`config.mk`:
```
export PLATFORM = sky130hd
export DESIGN_NAME = hadamard_pam_transmitter
export DESIGN_NICKNAME = d
export VERILOG_FILES = /design/src/rtl/hadamard_pam_transmitter.sv
export SDC_FILE = /design/constraint.sdc
export NUM_CORES = 1
export LEC_CHECK = 0
export ABC_AREA = 1
export CORE_MARGIN = 10
export CORE_UTILIZATION = 45
export CTS_CLUSTER_DIAMETER = 100
export DETAILED_ROUTE_END_ITERATION = 10
export HOLD_SLACK_MARGIN = 0.02
export PLACE_DENSITY = 0.75
export SYNTH_ARGS = -nofsm -noshare
export SYNTH_HDL_FRONTEND = slang
export SYNTH_SLANG_ARGS = --single-unit
```
`constraint.sdc`:
```
create_clock -name clk -period 10.5 [get_ports clk]
set_clock_uncertainty 0.2 [all_clocks]
set_input_delay 1.575 -clock clk [delete_from_list [all_inputs] [get_ports clk]]
set_output_delay 1.575 -clock clk [all_outputs]
set_load 0.1 [all_outputs]
```
`src/rtl/hadamard_pam_transmitter.sv`:
```
// hadamard_pam_transmitter
// Spreads (HADAMARD-1) PAM symbols onto rows 1..HADAMARD-1 of a unipolar
// Sylvester Hadamard matrix, sums them into HADAMARD chips, prefixes the
// preamble and presents the frame both in parallel and bit-serially.
//
// Build option: define HADAMARD_TX_GRAY_MAP_EN to Gray-decode each symbol
// before spreading. Frame layout and timing do not change.
//
// state    | meaning
// ---------+------------------------------------------------------------
// S_IDLE   | ready for a payload word (input_ready = 1)
// S_ENCODE | one chip per cycle, chip index 0..HADAMARD-1
// S_SERIAL | frame shifted out MSB first, bit index 0..N-1
module hadamard_pam_transmitter #(
    parameter int          HADAMARD      = 16,
    parameter int          PAM_LEVEL_LOG = 2,
    parameter int          BIT_NUM       = 6,
    parameter logic [3:0]  PREAMBLE      = 4'b1010,
    parameter int          N             = BIT_NUM * HADAMARD + 4,
    parameter int          M             = (HADAMARD - 1) * PAM_LEVEL_LOG
) (
    input  logic         clk,
    input  logic         resetn,
    input  logic [M-1:0] input_data,
    input  logic         input_valid,
    output logic         input_ready,
    output logic [N-1:0] output_data,
    output logic         output_valid,
    output logic         serial_out,
    output logic         serial_valid
);

    localparam int CHIP_W = $clog2(HADAMARD);
    localparam int CNT_W  = $clog2(N);
    localparam int ACC_W  = BIT_NUM * (HADAMARD - 1);

    typedef enum logic [1:0] {
        S_IDLE   = 2'd0,
        S_ENCODE = 2'd1,
        S_SERIAL = 2'd2
    } state_t;

    state_t                r_state;
    state_t                w_state_next;
    logic                  w_input_ready;
    logic [M-1:0]          r_payload;
    logic [CHIP_W-1:0]     r_chip_idx;
    logic [ACC_W-1:0]      r_chip_acc;
    logic [BIT_NUM-1:0]    w_chip;
    logic [N-1:0]          w_frame;
    logic [N-1:0]          r_shift;
    logic [CNT_W-1:0]      r_bit_cnt;
    logic [N-1:0]          r_output_data;
    logic                  r_output_valid;
    logic                  r_serial_out;
    logic                  r_serial_valid;

    // Map a raw symbol field to its PAM level.
    function automatic logic [PAM_LEVEL_LOG-1:0] f_level(
        input logic [PAM_LEVEL_LOG-1:0] sym
    );
        logic [PAM_LEVEL_LOG-1:0] lvl;
`ifdef HADAMARD_TX_GRAY_MAP_EN
        lvl = '0;
        lvl[PAM_LEVEL_LOG-1] = sym[PAM_LEVEL_LOG-1];
        for (int i = PAM_LEVEL_LOG - 2; i >= 0; i--) begin
            lvl[i] = lvl[i+1] ^ sym[i];
        end
`else
        lvl = sym;
`endif
        return lvl;
    endfunction

    // Chip for the current index: sum of levels whose row has an even
    // popcount(k AND n). Worst case (HADAMARD-1)*(2^P-1) fits BIT_NUM bits.
    always_comb begin
        w_chip = '0;
        for (int k = 1; k < HADAMARD; k++) begin
            if ((^(CHIP_W'(k) & r_chip_idx)) == 1'b0) begin
                w_chip = w_chip + BIT_NUM'(f_level(
                    r_payload[M-1-(k-1)*PAM_LEVEL_LOG -: PAM_LEVEL_LOG]));
            end
        end
    end

    // Complete frame as it will look once the last chip is appended.
    always_comb begin
        w_frame = {PREAMBLE, r_chip_acc, w_chip};
    end

    // State register.
    always_ff @(posedge clk) begin
        if (resetn) begin
            r_state <= S_IDLE;
        end else begin
            r_state <= w_state_next;
        end
    end

    // Next-state logic and handshake.
    always_comb begin
        w_state_next  = r_state;
        w_input_ready = 1'b0;
        case (r_state)
            S_IDLE: begin
                w_input_ready = 1'b1;
                if (input_valid) begin
                    w_state_next = S_ENCODE;
                end
            end
            S_ENCODE: begin
                if (r_chip_idx == CHIP_W'(HADAMARD - 1)) begin
                    w_state_next = S_SERIAL;
                end
            end
            S_SERIAL: begin
                if (r_bit_cnt == CNT_W'(N - 1)) begin
                    w_state_next = S_IDLE;
                end
            end
            default: begin
                w_state_next = S_IDLE;
            end
        endcase
    end

    // Datapath: payload capture, chip accumulation, frame publish, shifting.
    always_ff @(posedge clk) begin
        if (resetn) begin
            r_payload      <= '0;
            r_chip_idx     <= '0;
            r_chip_acc     <= '0;
            r_shift        <= '0;
            r_bit_cnt      <= '0;
            r_output_data  <= '0;
            r_output_valid <= 1'b0;
            r_serial_out   <= 1'b0;
            r_serial_valid <= 1'b0;
        end else begin
            r_output_valid <= 1'b0;
            case (r_state)
                S_IDLE: begin
                    r_serial_out   <= 1'b0;
                    r_serial_valid <= 1'b0;
                    if (input_valid) begin
                        r_payload  <= input_data;
                        r_chip_idx <= '0;
                    end
                end
                S_ENCODE: begin
                    r_chip_acc <= {r_chip_acc[ACC_W-BIT_NUM-1:0], w_chip};
                    if (r_chip_idx == CHIP_W'(HADAMARD - 1)) begin
                        r_output_data  <= w_frame;
                        r_output_valid <= 1'b1;
                        r_shift        <= w_frame;
                        r_bit_cnt      <= '0;
                        r_chip_idx     <= '0;
                    end else begin
                        r_chip_idx <= r_chip_idx + 1'b1;
                    end
                end
                S_SERIAL: begin
                    r_serial_out   <= r_shift[N-1];
                    r_serial_valid <= 1'b1;
                    r_shift        <= {r_shift[N-2:0], 1'b0};
                    if (r_bit_cnt != CNT_W'(N - 1)) begin
                        r_bit_cnt <= r_bit_cnt + 1'b1;
                    end else begin
                        r_bit_cnt <= '0;
                    end
                end
                default: begin
                    r_serial_out   <= 1'b0;
                    r_serial_valid <= 1'b0;
                end
            endcase
        end
    end

    assign input_ready  = w_input_ready;
    assign output_data  = r_output_data;
    assign output_valid = r_output_valid;
    assign serial_out   = r_serial_out;
    assign serial_valid = r_serial_valid;

endmodule

```
==> impl_metrics.ini, run 1 <==
[finish]
area_delta_synth_final_pct = 20.6
final_nets = 2067
postLayoutCoreUtil = 0.547
layout.cells.non_filler = 2415
final_area_sq_mm = 0.0172
final_cell_mix = 455 x nand2_1, 332 x dfxtp_1, 188 x nor2_1, 167 x a21oi_1, 133 x clkdlybuf4s50_1
final_common_cell = nand2_1
antenna_cells = 0
drive_above_1_share = 0.0999

[cts]
clk_pin_slew_worst_paths_ps = 60
cts-hold-fix-buffers = 0
clk_latency_ps = 530
numClockSinks = 333
htree_levels = 2
cts_tree = done
clockBufferDepth = 3
cts-root-buf = clkbuf_16
cts_buffers = 35

[synthesis]
avgSynthCellArea_sq_um = 7.53
syn_inst = 1891
ys_warn_count = 0
ys_ff_latch = 333
synth_flop_cell = dfxtp_1
ys_types = 44
synth_top_area_cell = dfxtp_1
async_flop_share = 0
yosys.area.top_type_share = 0.468
synthTopCellsByArea = dfxtp_1 47%, nand2_1 12%, a21oi_1 6.0%
syn_area_sq_mm = 0.0142
ys_seq_area_frac = 0.468
synth_edf_count = 0

[critical_path]
max_stage_delay_ps = 510
path_common_cell = fa_1
startpoint_type = flip-flop
cp_data_arrival_time_ps = 10890
critPathKind = reg2reg
required_ps = 10750
path_max_fanout = 2
worst_setup_path_end_kind = flip-flop
slowest_stage = fa_1

[pwr]
power_density_mw_per_mm2 = 212
p_leak_nw = 6.49
ir_worst_vdd_mv = 0.145
total_power_mw = 3.64

[sta]
rsz0062_at_grt = yes
slew_headroom = 0.262
period_share = 1.01
finalCriticalPeriod_ps = 10640
worst_pin_slew_ps = 1110
slew_violations = 0
max_freq_mhz = 94.0
setup_viol = 7
tns_ps = -448
finalWorstSetupSlack_ps = -140
hold_violations = 0
hold_slack_ps = 261

[placement]
place_area_sq_mm = 0.0159
placed_cells = 2340
gp_congestion = 0.837
dp_slack_ps = -263
io_buffers = 134
dp_hpwl_mm = 24.1

[floorplan]
die_height_microns = 198
fp.dieW_microns = 198
start_util = 0.454
rows = 65
dieArea_sq_mm = 0.0392
core_area_sq_mm = 0.0314
ioPinCount = 137

[route]
drc = 0
vias_per_cell = 5.23
drtIter0Drc = 812
wirelength_mm = 35.5
antenna_left = 0
firstDrtPassIters = 7
vias = 12639
wl_per_cell_microns = 14.7

[global_route]
grt_pass1_wl_mm = 59.1
grt_pass1_vias = 12087
grt_max_degree = 98
gr-total-overflow = 0
gr-usage-all-layers = 0.178
antenna_found_initial = 0

[min_path]
hp-class = reg2reg

[status]
violations = negative setup slack
outcome = complete, but fails checks

[run]
drv_cap = 0
==> path summary, 6_finish.rpt <==
kind / start / to / slack (ps) / depth (start not counted)
worst max-delay path: r_payload[28]$_SDFFE_PP0P_ / r_shift[5]$_SDFFE_PP0P_ / -140 / 54
worst min-delay path: output_data[36]$_SDFFE_PP0P_ / output_data[36]$_SDFFE_PP0P_ / 260 / 2
worst max register to register: r_payload[28]$_SDFFE_PP0P_ / r_shift[5]$_SDFFE_PP0P_ / -140 / 54
worst min register to register: output_data[36]$_SDFFE_PP0P_ / output_data[36]$_SDFFE_PP0P_ / 260 / 2
==> report_power, final <==
group          leakage, nW  switching (mW)  internal [mW]  total [mW]
clock                0.565           0.520          0.705        1.22
combinational         3.23           0.608          0.477        1.09
sequential            2.70          0.0325           1.30        1.33
total                 6.49            1.16           2.48        3.64
==> timing repair <==
action                                  4_1_cts  5_1_grt
endpoints found under the setup margin       15       15
buffers inserted                              9        5
resized for setup                             9        9
pin swaps                                    11        6
==> routing by layer <==
| metal | GRT usage | up-vias | share of wire |
|---|---|---|---|
| li1 | - | 6384 | - |
| met1 | 0.224 | 5901 | 0.45 |
| met2 | 0.295 | 295 | 0.47 |
| met3 | 0.0394 | 59 | 0.058 |
| met4 | 0.0595 | 0 | 0.026 |
| met5 | 0 | - | 0 |
==> Yosys cell counts (6+ instances only) <==
cell and instances:
o21ai_0 98, nor2_2 8, nand2_2 26, o221ai_1 6, a21oi_1 171, clkbuf_8 6
buf_1 9, ha_1 31, nor3_1 115, a31oi_1 56, nor2_1 193, dfxtp_1 333
clkbuf_1 93, inv_1 129, a211oi_1 18, nand3_1 59, nand2_1 462, fa_1 14
nand3_2 16
==> area by class of cell <==
cell class	count	area [sq um]
clock inverter	13	138
tap	402	503
inverter	137	517
multi-input combinational	1305	6670
timing repair buffer	177	1670
sequential	333	6670
clock buffer	48	1000
fill	2913	14200
==> critical path: cells and delay by family, from the launching register on <==
kind / cells / cell delay, ps
fa+ha+maj: 15 / 6220
buf+inv: 12 / 720
simple gates: 16 / 1630
flops: 1 / 300
compound gates: 11 / 1490
==> logic make-up after synthesis <==
| kind of cell | after synthesis | synth area share |
|---|---|---|
| simple gates | 890 | 0.266 |
| xor+xnor | 3 | 0.00316 |
| buf+inv | 254 | 0.0748 |
| other cells | 1 | 0.000263 |
| compound gates | 365 | 0.141 |
| flops | 333 | 0.468 |
| fa+ha+maj | 45 | 0.0469 |
==> state kept, by name (all words and copies together), names as in the netlist <==
register and count:
output_data 97, r_bit_cnt 7, r_payload 30, r_shift 100, r_chip_acc 90, serial_valid 1
r_chip_idx 4, r_state 2, serial_out 1, output_valid 1
(Power assumes the default switching activity.)
==> run 2: changes to the inputs <==
--- a/constraint.sdc
+++ b/constraint.sdc
@@ -3,3 +3,3 @@
 set_input_delay 1.575 -clock clk [delete_from_list [all_inputs] [get_ports clk]]
 set_output_delay 1.575 -clock clk [all_outputs]
-set_load 0.1 [all_outputs]
+set_load 0.02 [all_outputs]
==> results of run 2 <==
Same layout as run 1 (identical final DEF). Status: complete, but fails checks: negative setup slack.
